**src/rtl/tug_scorer.sv**
```systemverilog
`default_nettype none
// ============================================================================
//  Module   : tug_scorer
//  Purpose  : Round referee and rope-position scorer for tug-of-war; handles
//             normal rounds, speed rounds and the sticky match-over flag.
//             Optional TUG_SCORER_PENALTY_EN makes DARK/FAKE presses penalise.
//  Revision : 1.0  initial release
// ============================================================================
module tug_scorer #(
    parameter int HALF          = 5,
    parameter int ROUNDS_TO_WIN = 3,
    parameter int SPEED_TICKS   = 4,
    parameter int SHOW_TICKS    = 2
) (
    input  logic       clk,
    input  logic       rst,
    input  logic       pb_l,
    input  logic       pb_r,
    input  logic       slowen,
    input  logic       leds_on,
    input  logic       clear,
    input  logic       fake,
    input  logic       speed_round,
    output logic [3:0] pos,
    output logic [7:0] cnt_l,
    output logic [7:0] cnt_r,
    output logic [1:0] wins_l,
    output logic [1:0] wins_r,
    output logic       winrnd,
    output logic       winspeed,
    output logic       speed_exit,
    output logic       Victory
);

    typedef enum logic [1:0] {
        S_IDLE       = 2'd0,
        S_SPEED_CNT  = 2'd1,
        S_SPEED_SHOW = 2'd2,
        S_DONE       = 2'd3
    } state_t;

    localparam logic [3:0] c_HALF        = 4'(HALF);
    localparam logic [3:0] c_MAX         = 4'(2 * HALF);
    localparam logic [3:0] c_SPEED_TICKS = 4'(SPEED_TICKS);
    localparam logic [3:0] c_SHOW_TICKS  = 4'(SHOW_TICKS);
    localparam logic [1:0] c_ROUNDS      = 2'(ROUNDS_TO_WIN);

    state_t     r_state, w_state_d;
    logic       r_clear_d, r_spd_d, r_locked;
    logic [3:0] r_tick;

    logic       w_play, w_pen, w_recentre, w_at_edge, w_can_move;
    logic       w_step_up, w_step_dn, w_edge_hit;
    logic [7:0] w_cnt_l_nxt, w_cnt_r_nxt;
    logic [3:0] w_tick_inc;
    logic       w_spd_term, w_show_term, w_inc_l, w_inc_r, w_victory_nxt;
    logic [1:0] w_wins_l_nxt, w_wins_r_nxt;

    always_comb begin
        w_play = leds_on & ~clear & ~fake & ~speed_round;
`ifdef TUG_SCORER_PENALTY_EN
        w_pen  = (~leds_on & ~clear) | (fake & ~clear);
`else
        w_pen  = 1'b0;
`endif
        w_recentre = r_clear_d & ~clear;
        w_at_edge  = (pos == 4'd0) || (pos == c_MAX);
        // Moves are frozen once an edge is reached, until the next recentre.
        w_can_move = (r_state == S_IDLE) & ~r_locked & ~w_at_edge & ~w_recentre;
        w_step_up  = w_can_move & ((w_play & pb_r & ~pb_l) | (w_pen & pb_l & ~pb_r));
        w_step_dn  = w_can_move & ((w_play & pb_l & ~pb_r) | (w_pen & pb_r & ~pb_l));
        w_edge_hit = (r_state != S_DONE) & ~r_locked & w_at_edge;

        w_cnt_l_nxt = (pb_l && cnt_l != 8'hFF) ? cnt_l + 8'd1 : cnt_l;
        w_cnt_r_nxt = (pb_r && cnt_r != 8'hFF) ? cnt_r + 8'd1 : cnt_r;
        w_tick_inc  = r_tick + 4'd1;
        w_spd_term  = (r_state == S_SPEED_CNT)  & slowen & (w_tick_inc == c_SPEED_TICKS);
        w_show_term = (r_state == S_SPEED_SHOW) & slowen & (w_tick_inc == c_SHOW_TICKS);

        // Speed-round verdict includes presses landing on the terminal tick.
        w_inc_l = (w_edge_hit & (pos == 4'd0)) | (w_spd_term & (w_cnt_l_nxt > w_cnt_r_nxt));
        w_inc_r = (w_edge_hit & (pos == c_MAX)) | (w_spd_term & (w_cnt_r_nxt > w_cnt_l_nxt));
        w_wins_l_nxt  = wins_l + {1'b0, w_inc_l};
        w_wins_r_nxt  = wins_r + {1'b0, w_inc_r};
        w_victory_nxt = Victory | (w_wins_l_nxt >= c_ROUNDS) | (w_wins_r_nxt >= c_ROUNDS);

        w_state_d = r_state;
        case (r_state)
            S_IDLE: begin
                if (w_victory_nxt)
                    w_state_d = S_DONE;
                else if (speed_round & ~r_spd_d)
                    w_state_d = S_SPEED_CNT;
            end
            S_SPEED_CNT: begin
                if (w_spd_term)
                    w_state_d = S_SPEED_SHOW;
            end
            S_SPEED_SHOW: begin
                if (w_show_term)
                    w_state_d = w_victory_nxt ? S_DONE : S_IDLE;
            end
            S_DONE:  w_state_d = S_DONE;
            default: w_state_d = S_IDLE;
        endcase
    end

    always_ff @(posedge clk) begin
        if (rst)
            r_state <= S_IDLE;
        else
            r_state <= w_state_d;
    end

    always_ff @(posedge clk) begin
        if (rst) begin
            r_clear_d  <= 1'b0;
            r_spd_d    <= 1'b0;
            r_locked   <= 1'b0;
            r_tick     <= 4'd0;
            pos        <= c_HALF;
            cnt_l      <= 8'd0;
            cnt_r      <= 8'd0;
            wins_l     <= 2'd0;
            wins_r     <= 2'd0;
            winrnd     <= 1'b0;
            winspeed   <= 1'b0;
            speed_exit <= 1'b0;
            Victory    <= 1'b0;
        end else begin
            r_clear_d  <= clear;
            r_spd_d    <= speed_round;
            winrnd     <= w_edge_hit;
            winspeed   <= w_spd_term;
            speed_exit <= w_show_term;
            wins_l     <= w_wins_l_nxt;
            wins_r     <= w_wins_r_nxt;
            Victory    <= w_victory_nxt;

            if (w_recentre) begin
                pos      <= c_HALF;
                r_locked <= 1'b0;
            end else begin
                if (w_edge_hit)
                    r_locked <= 1'b1;
                if (w_step_up)
                    pos <= pos + 4'd1;
                else if (w_step_dn)
                    pos <= pos - 4'd1;
            end

            case (r_state)
                S_IDLE: begin
                    if (w_state_d == S_SPEED_CNT) begin
                        cnt_l  <= 8'd0;
                        cnt_r  <= 8'd0;
                        r_tick <= 4'd0;
                    end
                end
                S_SPEED_CNT: begin
                    cnt_l <= w_cnt_l_nxt;
                    cnt_r <= w_cnt_r_nxt;
                    if (w_spd_term)
                        r_tick <= 4'd0;
                    else if (slowen)
                        r_tick <= w_tick_inc;
                end
                S_SPEED_SHOW: begin
                    if (slowen)
                        r_tick <= w_tick_inc;
                end
                default: ;
            endcase
        end
    end

endmodule
`default_nettype wire

```
**config.mk**
```make
export PLATFORM = sky130hd
export DESIGN_NAME = tug_scorer
export DESIGN_NICKNAME = d
export VERILOG_FILES = /design/src/rtl/tug_scorer.sv
export SDC_FILE = /design/constraint.sdc
export NUM_CORES = 1
export LEC_CHECK = 0
export BUFFER_PORTS_ARGS = -buffer_cell sky130_fd_sc_hd__buf_4
export CAP_MARGIN = 20
export CORE_UTILIZATION = 54
export CTS_BUF_LIST = sky130_fd_sc_hd__clkbuf_16
export DETAILED_ROUTE_END_ITERATION = 7
export PLACE_DENSITY_LB_ADDON = 0.05
export SLEW_MARGIN = 10
export SYNTH_ARGS = -nofsm -noshare
export SYNTH_HDL_FRONTEND = slang
export SYNTH_SLANG_ARGS = --single-unit
```
**constraint.sdc**
```tcl
create_clock -name clk -period 4.5 [get_ports clk]
set_input_delay 0.675 -clock clk [delete_from_list [all_inputs] [get_ports clk]]
set_output_delay 0.675 -clock clk [all_outputs]
set_load 0.02 [all_outputs]
```
---- Word level (Yosys, flattened, before mapping) ----
Index checks and enable logic that the tools add are counted.
operators by class
  add/subtract/negate cells ............... 7
  multiply operators ...................... 0
  divide/modulo/power cells ............... 0
  magnitude comparators ................... 4
  equality and inequality tests ........... 11
  shift operators ......................... 0
  multiplexer cells ....................... 17
  bitwise operators ....................... 37
  reductions and logical operators ........ 11
operator list
  cell                                                                number
  8-bit one-hot mux with 2 select lines                               2
  1-bit AND                                                           24
  8-bit two-way mux                                                   3
  4-bit two-way mux                                                   5
  8-bit by 1-bit adder with 8-bit output, second input constant       2
  8-bit greater-than comparator                                       2
  8-bit != test, second input constant                                2
  4-bit one-hot mux with 3 select lines                               1
  2-bit two-way mux                                                   5
  1-bit NOT                                                           9
  4-bit by 1-bit adder with 4-bit output, second input constant       2
  2-bit one-hot mux with 4 select lines                               1
  2-bit by 1-bit adder with 2-bit output                              2
  2-bit by 1-bit == test with 1-bit output, second input constant     2
  2-bit == test, second input constant                                2
  4-bit by 2-bit == test with 1-bit output, second input constant     1
  4-bit by 3-bit == test with 1-bit output, second input constant     1
  4-bit == test, second input constant                                1
  2-bit greater-or-equal comparator, second input constant            2
  4-bit zero test                                                     1
  1-bit bitwise OR                                                    4
  2-bit AND reduction                                                 2
  2-bit nonzero test                                                  2
  4-bit by 1-bit subtractor with 4-bit output, second input constant  1
  7 further kinds                                                     8
storage, ports and cells
  flip-flop bits (word level) ............. 37
  latch bits .............................. 0
  memory bits (writable) .................. 0
  memory bits (read-only) ................. 0
  output and inout bits ................... 28
  word-level logic and storage cells ...... 101
  memories ................................ 0

---- Logic depth before layout (Yosys ltp) ----
Gate-level depths: netlist (run 1).
  depth after elaboration ................. 16
  mapped depth ............................ 18
  gate-level depth less buffers ........... 17

---- Worst setup path before layout (run 1) ----
Ideal clock, no wire load.
  kind .................................... register to register
  start point ............................. reg cnt_r[0]
  end point ............................... reg cnt_l[4]
  arrival time ............................ 3.862 ns
  setup slack ............................. 0.506 ns
  cell stages (with the launch flop) ...... 17
  buffers on the path ..................... 0
  path through ............................ dfxtp_1 ha_1 inv_1 o31ai_4 nor3_1 xor2_1 ha_1 a21o_1 a21o_1 a211o_1 o2bb2ai_1 ha_1 xor2_1 a221oi_4 a311oi_2 o21ai_0 o31ai_1
on the way
  cells in the longest elaborated chain, start to end .. 16
  elaborated cells on any way between the ends .. 23
  classes of those cells .................. add/sub: 3; order compare: 4; eq/ne: 3; mux: 5; bitwise: 6; reduce/logical: 2
RTL lines
  item                                                                                            RTL line  RTL
  start: declaration                                                                              26        output logic [7:0] cnt_r,
  start signal: assignment                                                                        162       cnt_r <= w_cnt_r_nxt;
  parallel branches: the longest is 2 deep, another holds 8-bit by 1-bit adder with 8-bit output  n/a
  8-bit two-way mux *                                                                             75        w_cnt_r_nxt = (pb_r && cnt_r != 8'hFF) ? cnt_r + 8'd1 : cnt_r;
  8-bit greater-than comparator                                                                   81        w_inc_l = (w_edge_hit & (pos == 4'd0)) | (w_spd_term & (w_cnt_l_nxt > w_cnt_r_nxt));
  1-bit AND                                                                                       81
  1-bit bitwise OR                                                                                81
  2-bit by 1-bit adder with 2-bit output                                                          83        w_wins_l_nxt = wins_l + {1'b0, w_inc_l};
  2-bit greater-or-equal comparator                                                               85        w_victory_nxt = Victory | (w_wins_l_nxt >= c_ROUNDS) | (w_wins_r_nxt >= c_ROUNDS);
  1-bit bitwise OR                                                                                85
  1-bit bitwise OR *                                                                              85
  2-bit two-way mux                                                                               101       w_state_d = w_victory_nxt ? S_DONE : S_IDLE;
  2-bit two-way mux                                                                               100       if (w_show_term)
  2-bit one-hot mux with 4 select lines *                                                         88        case (r_state)
  2-bit by 1-bit == test with 1-bit output *                                                      154       if (w_state_d == S_SPEED_CNT) begin
  2-bit by 1-bit != test with 1-bit output (no source line) *                                     n/a
  2-bit AND reduction (no source line) *                                                          n/a
  end signal: assignment                                                                          161       cnt_l <= w_cnt_l_nxt;
  end: declaration                                                                                25        output logic [7:0] cnt_l,
Every way passes the cells marked *.
A chain may end at the register's enable or synchronous reset.

---- Worst setup path in the final report (run 1) ----
  start point ............................. reg cnt_r[0]
  end point ............................... reg cnt_r[0]
on the way
  cells in the longest elaborated chain, start to end .. 16
  elaborated cells on any way between the ends .. 24
  classes of those cells .................. add/sub: 3; order compare: 4; eq/ne: 3; mux: 6; bitwise: 6; reduce/logical: 2
RTL lines
  item                                                                                            RTL line
  parallel branches: the longest is 2 deep, another holds 8-bit by 1-bit adder with 8-bit output  n/a
  8-bit two-way mux *                                                                             75
  8-bit greater-than comparator                                                                   81
  1-bit AND                                                                                       81
  1-bit bitwise OR                                                                                81
  2-bit by 1-bit adder with 2-bit output                                                          83
  2-bit greater-or-equal comparator                                                               85
  1-bit bitwise OR (2 in a row)                                                                   85
  2-bit two-way mux                                                                               101
  2-bit two-way mux                                                                               100
  2-bit one-hot mux with 4 select lines                                                           88
  2-bit by 1-bit == test with 1-bit output                                                        154
  2-bit by 1-bit != test with 1-bit output (no source line)                                       n/a
  2-bit AND reduction (no source line)                                                            n/a
Marks and branches as above.

==> impl_summary.txt, run 1 <==
----------------------------------------------------
[Placement]
  Number of cells after detailed placement ... 367
  GPL Wtd Cong ... 0.845
  Number of port buffers ... 36
  HPWL reported at the end of detailed placement ... 4180 um
  Setup WS pre-CTS ... 0.286 ns

[Floorplan]
  I/O Pins ... 37
  Initial Utilization ... 56.4%
  Die Wd ... 69.5 um
  Count of standard-cell rows ... 24
  Die Y ... 69.5 um
  Floorplan Core Area ... 0.00435 mm2
  Die footprint ... 0.00482 mm2

[Setup path]
  Req. time, crit path ... 4.65 ns
  Crit path DAT ... 4.31 ns
  Depth of the most critical reg-to-reg path ... 18
  Slack of the worst reg-to-reg path ... 0.34 ns
  Nature of the critical path endpoint ... register
  Crit. Startpoint ... cnt_r[0]
  Largest fanout of any net on the critical path ... 8
  Terminus of the critical flop-to-flop path ... cnt_r[0]
  Kind of critical path ... register to register
  CP startpoint kind ... register
  Reg2Reg Launch Point ... cnt_r[0]

[GRT]
  GR met3 Demand/Resource ... 4.94%
  Global-route track usage on met2 ... 39.7%
  Antenna violations before repair ... 0
  Met1 demand-to-capacity share in global routing ... 32.7%
  Global route total overflow ... 0
  Maximum number of pins on one net before global-route repair ... 19
  Via count of the first global-routing pass ... 2041
  First-pass GRT wire length ... 9470 um
  Busiest metal layer after global routing ... met2
  Overall Global Routing Usage ... 24.2%

[Layout]
  Final design utilization ... 67.1%
  Layout cells sized above 1 ... 17.7%
  Final antenna diode count ... 0
  Synthesis-to-finish area growth ... 18.9%
  Net count reported at finish ... 353
  Non-filler instance count after layout ... 374

[STA]
  Final setup TNS ... 0 ns
  Final Hold Vio Count ... 0
  Worst clock skew ... 0.00366 ns
  Slew Limit Headroom ... 62.4%
  Pins over their slew limit ... 0
  Highest attainable clock frequency ... 0.240 GHz
  Min Clock Period, post-route ... 4.16 ns
  Setup Viol. Count Final ... 0
  Tightest Pin Transition ... 0.556 ns
  Share of the cycle needed by the critical path after routing ... 92.5%
  RSZ-0062 raised after global routing ... false
  Worst-case setup margin in the final layout ... 0.336 ns
  Worst hold margin ... 0.506 ns

[Yosys]
  Synth Register Bits ... 37
  Avg Synthesized Cell Area ... 8.65 um2
  Multiplexer share of the synthesized area ... 2.04%
  Sequential share of the synthesized area ... 30.1%
  Syn_nets ... 315
  Combinational family with the most area after synthesis ... compound AO/OA/AOI/OAI gates
  Dominant synthesized flop cell ... sky130_fd_sc_hd__dfxtp_1
  Xor and xnor area share after synthesis ... 5.65%
  Post-synthesis share of cell area spent on full adders, half adders and majority gates ... 11.5%
  Warnings, synthesis ... 0
  FFs w/ async S/R, synth ... 0%
  Gate count of the mapped netlist ... 284
  Synthesized area ... 0.00246 mm2
  Post-Synth Simple-Gate Area ... 21.4%
  Area fraction in compound gates after synthesis ... 25.7%
  Library cells used by synthesis ... 57
  Number of synthesized flops with an enable pin ... 0

[CTS]
  Number of H-tree branching levels ... 2
  Clock slew at the register clock pins of the worst setup and hold paths ... 0.05 ns
  Clock Sink Count ... 37
  TritonCTS clock tree ... yes
  Clock Latency Late Sink ... 0.27 ns
  Largest buffer count on any clock path ... 2
  Total clock buffers created by CTS ... 5
  Cell at the root of the clock tree ... sky130_fd_sc_hd__clkbuf_16

[Hold path]
  Class of the tightest hold or removal check ... register to register
  Hold Crit Start ... r_locked
  Hold-critical path endpoint ... winrnd
  WHS Path Cells ... 1

[Drt]
  Iteration-0 DRC count of the detailed router ... 102
  # DRC ... 0
  Routed wire per std cell ... 15.0 um
  Per-cell via count in the routed design ... 5.89
  Total number of vias ... 2204
  Antenna Violating Nets Remaining ... 0
  First-pass DRT Iterations ... 4
  Post-detailed-routing wire length ... 5610 um

[Run]
  Maximum capacitance violations ... 0

[Power]
  Worst-case vdd ir drop ... 0.000298 V
  Power density normalized to cell area ... 375 mW/mm2
  Static leakage ... 0.00120 uW

[Run status]
  Result of the run ... complete, no violations

----------------------------------------------------
[placed cells by master, fill, tap and decap left out, drive strengths merged, types with 3 or more instances in the layout]
master and instances:
nand3 15, buf 39, a21oi 23, ha 21, inv 14, mux2i 5
nor2 23, nand2 21, o32ai 5, xor2 9, o31ai 4, a211oi 3
a21o 4, and2 3, xnor2 6, nand4 4, nor2b 12, clkbuf 5
o2bb2ai 3, o21a 3, nand2b 7, o21ai 12, dfxtp 37, a31oi 8
[sequential cells by signal (all words and copies together), names as in the netlist, 2 cells and up]
name and cells:
r_state 2, cnt_r 8, wins_l 2, wins_r 2, cnt_l 8, r_tick 4
pos 4
[critical path: stages, from the launching register on]
cell and delay, ns:
sky130_fd_sc_hd__dfxtp_1 0.45, sky130_fd_sc_hd__ha_1 0.29, sky130_fd_sc_hd__inv_1 0.11, sky130_fd_sc_hd__o31ai_4 0.26, sky130_fd_sc_hd__buf_4 0.20, sky130_fd_sc_hd__nand2_1 0.05
sky130_fd_sc_hd__o21ai_0 0.09, sky130_fd_sc_hd__ha_1 0.27, sky130_fd_sc_hd__nor2b_1 0.13, sky130_fd_sc_hd__o211ai_1 0.16, sky130_fd_sc_hd__a21oi_1 0.11, sky130_fd_sc_hd__a211o_1 0.30
sky130_fd_sc_hd__o2bb2ai_1 0.13, sky130_fd_sc_hd__ha_1 0.18, sky130_fd_sc_hd__xor2_1 0.20, sky130_fd_sc_hd__a221oi_4 0.48, sky130_fd_sc_hd__a31oi_1 0.23, sky130_fd_sc_hd__a21oi_1 0.24
sky130_fd_sc_hd__o32ai_1 0.13
[report_power, final]
| group | total (uW) | internal, uW | switching, uW |
|---|---|---|---|
| sequential | 379 | 347 | 31.8 |
| combinational | 396 | 154 | 242 |
| clock | 320 | 198 | 122 |
| total | 1090 | 699 | 396 |
[synth_stat cells, types with 2 or more instances]
| master | number | share of area [%] |
|---|---|---|
| sky130_fd_sc_hd__dfxtp_1 | 37 | 30 |
| sky130_fd_sc_hd__a21oi_1 | 23 | 4.7 |
| sky130_fd_sc_hd__nor2_1 | 23 | 3.5 |
| sky130_fd_sc_hd__ha_1 | 21 | 11 |
| sky130_fd_sc_hd__nand2_1 | 21 | 3.2 |
| sky130_fd_sc_hd__inv_1 | 13 | 2.0 |
| sky130_fd_sc_hd__nand3_1 | 13 | 2.6 |
| sky130_fd_sc_hd__nor2b_1 | 12 | 3.1 |
| sky130_fd_sc_hd__o21ai_0 | 11 | 2.2 |
| sky130_fd_sc_hd__a31oi_1 | 8 | 2.0 |
| sky130_fd_sc_hd__xor2_1 | 8 | 2.9 |
| sky130_fd_sc_hd__nand2b_1 | 7 | 1.8 |
| sky130_fd_sc_hd__xnor2_1 | 6 | 2.1 |
| sky130_fd_sc_hd__buf_2 | 5 | 1.0 |
| sky130_fd_sc_hd__mux2i_1 | 5 | 2.0 |
| sky130_fd_sc_hd__a21o_1 | 4 | 1.2 |
| sky130_fd_sc_hd__nand4_1 | 4 | 1.0 |
| sky130_fd_sc_hd__o32ai_1 | 4 | 1.4 |
| sky130_fd_sc_hd__a211oi_1 | 3 | 0.92 |
| sky130_fd_sc_hd__and2_1 | 3 | 0.76 |
| sky130_fd_sc_hd__o21a_1 | 3 | 0.92 |
| sky130_fd_sc_hd__o2bb2ai_1 | 3 | 1.1 |
| sky130_fd_sc_hd__o31ai_1 | 3 | 0.92 |
| sky130_fd_sc_hd__a21boi_0 | 2 | 0.61 |
| sky130_fd_sc_hd__a22o_1 | 2 | 0.71 |
| sky130_fd_sc_hd__a311oi_2 | 2 | 1.2 |
| sky130_fd_sc_hd__a31o_2 | 2 | 0.71 |
| sky130_fd_sc_hd__a32o_1 | 2 | 0.81 |
| sky130_fd_sc_hd__and3_1 | 2 | 0.51 |
| sky130_fd_sc_hd__and4_1 | 2 | 0.71 |
| sky130_fd_sc_hd__nor3_1 | 2 | 0.41 |
| sky130_fd_sc_hd__o211ai_1 | 2 | 0.61 |
| sky130_fd_sc_hd__or3_1 | 2 | 0.51 |
[metal layers]
layer  vias up  share of wire (%)
met5         -                  0
met4         0               0.91
met3         4                4.4
met2        43                 47
met1      1031                 48
li1       1126                  -
[final cells by class]
| class | instances | area [um2] |
|---|---|---|
| clock buffers | 5 | 125 |
| clock inverters | 2 | 7.51 |
| fillers | 398 | 1430 |
| inverters | 13 | 48.8 |
| multi-input cells | 226 | 1640 |
| flip-flops and latches | 37 | 741 |
| well taps | 52 | 65.1 |
| repair buffers | 39 | 293 |
[worst max-delay path by stage]
stage / end / slack, ns
floorplan: cnt_l[4] / 0.51
global route: cnt_r[0] / 0.06
detailed placement: cnt_l[4] / 0.29
global placement: cnt_l[1] / 0.34
CTS: cnt_l[4] / 0.25
finish: cnt_r[0] / 0.34
[what timing repair did]
item                                    in CTS  in global routing
hold buffers                                 0                  0
setup buffers                                0                  0
resized for setup                            0                  1
endpoints found under the setup margin       0                  4
[through the flow]
step / power [uW] / cell area (um2)
CTS: 1090 / 2910
global placement: 763 / 2780
detailed placement: 767 / 2780
global route: 1160 / 2920
finish: 1090 / 2920
floorplan: 677 / 2460
[logic make-up after synthesis]
group                      after synthesis
and+or+nand+nor                        100
buffers and inverters                   21
xor gates and xnor gates                15
muxes                                    5
adders and majority gates               22
DFF                                     37
AOI/OAI and AO/OA                       84
(Power assumes the default switching activity.)
==> inputs of run 2 (changes only) <==
--- a/config.mk
+++ b/config.mk
@@ -7,6 +7,7 @@
 export LEC_CHECK = 0
 export BUFFER_PORTS_ARGS = -buffer_cell sky130_fd_sc_hd__buf_4
 export CAP_MARGIN = 20
+export CORE_ASPECT_RATIO = 0.9
 export CORE_UTILIZATION = 54
 export CTS_BUF_LIST = sky130_fd_sc_hd__clkbuf_16
 export DETAILED_ROUTE_END_ITERATION = 7
==> impl_summary.txt, run 2 (synthesis gave the netlist of run 1 again) <==
----------------------------------------------------
[Setup path]
  Crit. Startpoint ... cnt_r[0]
  Crit path DAT ... 4.32 ns
  Reg2Reg Launch Point ... cnt_r[0]
  Largest fanout of any net on the critical path ... 8
  Kind of critical path ... register to register
  CP startpoint kind ... register
  Req. time, crit path ... 4.66 ns
  Nature of the critical path endpoint ... register

[Floorplan]
  Die Y ... 66.0 um
  Initial Utilization ... 58.3%
  Die Wd ... 73.1 um
  I/O Pins ... 37
  Die footprint ... 0.00482 mm2
  Floorplan Core Area ... 0.00421 mm2
  Count of standard-cell rows ... 22

[Drt]
  Routed wire per std cell ... 15.1 um
  # DRC ... 0
  First-pass DRT Iterations ... 4
  Antenna Violating Nets Remaining ... 0
  Iteration-0 DRC count of the detailed router ... 160
  Post-detailed-routing wire length ... 5780 um
  Per-cell via count in the routed design ... 5.82
  Total number of vias ... 2228

[STA]
  Min Clock Period, post-route ... 4.16 ns
  Setup Viol. Count Final ... 0
  Worst clock skew ... 0.00528 ns
  Pins over their slew limit ... 0
  Tightest Pin Transition ... 0.596 ns
  Final Hold Vio Count ... 0
  RSZ-0062 raised after global routing ... false
  Highest attainable clock frequency ... 0.241 GHz
  Worst-case setup margin in the final layout ... 0.343 ns
  Final setup TNS ... 0 ns
  Share of the cycle needed by the critical path after routing ... 92.4%
  Slew Limit Headroom ... 59.7%

[Layout]
  Leading cell types in the layout, fill and taps excluded ... sky130_fd_sc_hd__buf_4, sky130_fd_sc_hd__dfxtp_1, sky130_fd_sc_hd__nor2_1, sky130_fd_sc_hd__a21oi_1
  Synthesis-to-finish area growth ... 19.5%
  Leading cell type in the layout, fill and taps excluded ... sky130_fd_sc_hd__buf_4
  Layout cells sized above 1 ... 18.0%
  Net count reported at finish ... 353
  Largest registers ... cnt_l (8), cnt_r (8)
  Final antenna diode count ... 0

[CTS]
  TritonCTS clock tree ... yes
  Number of H-tree branching levels ... 2
  Clock Sink Count ... 37
  Clock Latency Late Sink ... 0.28 ns
  Clock slew at the register clock pins of the worst setup and hold paths ... 0.06 ns
  Total clock buffers created by CTS ... 5
  Post-CTS setup buffer count ... 0
  Cell at the root of the clock tree ... sky130_fd_sc_hd__clkbuf_16
  Largest buffer count on any clock path ... 2

[Run status]
  Result of the run ... complete, no violations

[Placement]
  Number of port buffers ... 36
  Setup WS pre-CTS ... 0.259 ns
  GPL Wtd Cong ... 0.867
  HPWL reported at the end of detailed placement ... 4240 um

[Hold path]
  Hold Crit Start ... r_locked
  Class of the tightest hold or removal check ... register to register

[GRT]
  Global route total overflow ... 0
  Antenna violations before repair ... 0
  Overall Global Routing Usage ... 26.6%
  Via count of the first global-routing pass ... 2044
  First-pass GRT wire length ... 9660 um
  Maximum number of pins on one net before global-route repair ... 19

[Power]
  Power density normalized to cell area ... 381 mW/mm2
  Worst-case vdd ir drop ... 0.000328 V
  Static leakage ... 0.00120 uW

[Run]
  Maximum capacitance violations ... 0

----------------------------------------------------
## run 2: cell types whose count changed in the layout (fill, tap and decap cells not counted)
cell,before,now
sky130_fd_sc_hd__clkinv_1,1,2
sky130_fd_sc_hd__inv_1,14,13
sky130_fd_sc_hd__clkinv_2,0,1
## run 2: critical path, cell delays in order, from the launching register on
cell and delay [ns]:
sky130_fd_sc_hd__dfxtp_1 0.46, sky130_fd_sc_hd__ha_1 0.28, sky130_fd_sc_hd__inv_1 0.11, sky130_fd_sc_hd__o31ai_4 0.27
sky130_fd_sc_hd__buf_4 0.19, sky130_fd_sc_hd__nand2_1 0.06, sky130_fd_sc_hd__o21ai_0 0.09, sky130_fd_sc_hd__ha_1 0.27
sky130_fd_sc_hd__nor2b_1 0.13, sky130_fd_sc_hd__o211ai_1 0.15, sky130_fd_sc_hd__a21oi_1 0.09, sky130_fd_sc_hd__a211o_1 0.32
sky130_fd_sc_hd__o2bb2ai_1 0.15, sky130_fd_sc_hd__ha_1 0.20, sky130_fd_sc_hd__xor2_1 0.21, sky130_fd_sc_hd__a221oi_4 0.48
sky130_fd_sc_hd__a31oi_1 0.23, sky130_fd_sc_hd__nand2_1 0.24, sky130_fd_sc_hd__a31oi_1 0.11
## run 2: metrics by stage
| step | area [um2] | hold slack (ns) | cells | power, uW | util (%) |
|---|---|---|---|---|---|
| floorplan | 2460 | 0.442 | 284 | 677 | - |
| global placement | 2790 | 0.478 | 375 | 760 | 66.2 |
| detailed placement | 2790 | 0.487 | 375 | 772 | 66.2 |
| CTS | 2930 | 0.494 | 383 | 1110 | 69.5 |
| global route | 2940 | 0.520 | 383 | 1190 | 69.7 |
| finish | 2940 | 0.491 | 383 | 1120 | 69.7 |
## run 2: report_power, final
part           internal (uW)  switching, uW
logic                    155            249
clock network            200            136
registers                347           32.5
total                    702            418
## run 2: timing repair
action                                  CTS  global route
endpoints found under the setup margin    0             3
hold buffers                              0             0
gates resized for setup                   0             1
## run 2: path summary, 6_finish.rpt
check | end | slack (ns) | depth (start not counted)
hold reg to reg | winrnd | 0.49 | 1
setup reg to reg | cnt_r[5] | 0.34 | 18
setup / recovery | cnt_r[5] | 0.34 | 18
hold / removal | winrnd | 0.49 | 1
## run 2: cell type report
class | count | area, um2
inverter | 13 | 48.8
clock buffer | 5 | 125
timing repair buffer | 39 | 293
multi-input combinational | 226 | 1640
tap | 60 | 75.1
clock inverter | 3 | 12.5
fill | 347 | 1270
sequential | 37 | 741
## run 2: metal layers
metal / share of wire, % / GRT usage [%]
met1: 48 / 35.4
met2: 47 / 43.2
met3: 4.2 / 5.95
met4: 1.1 / 6.86
met5: 0 / 0
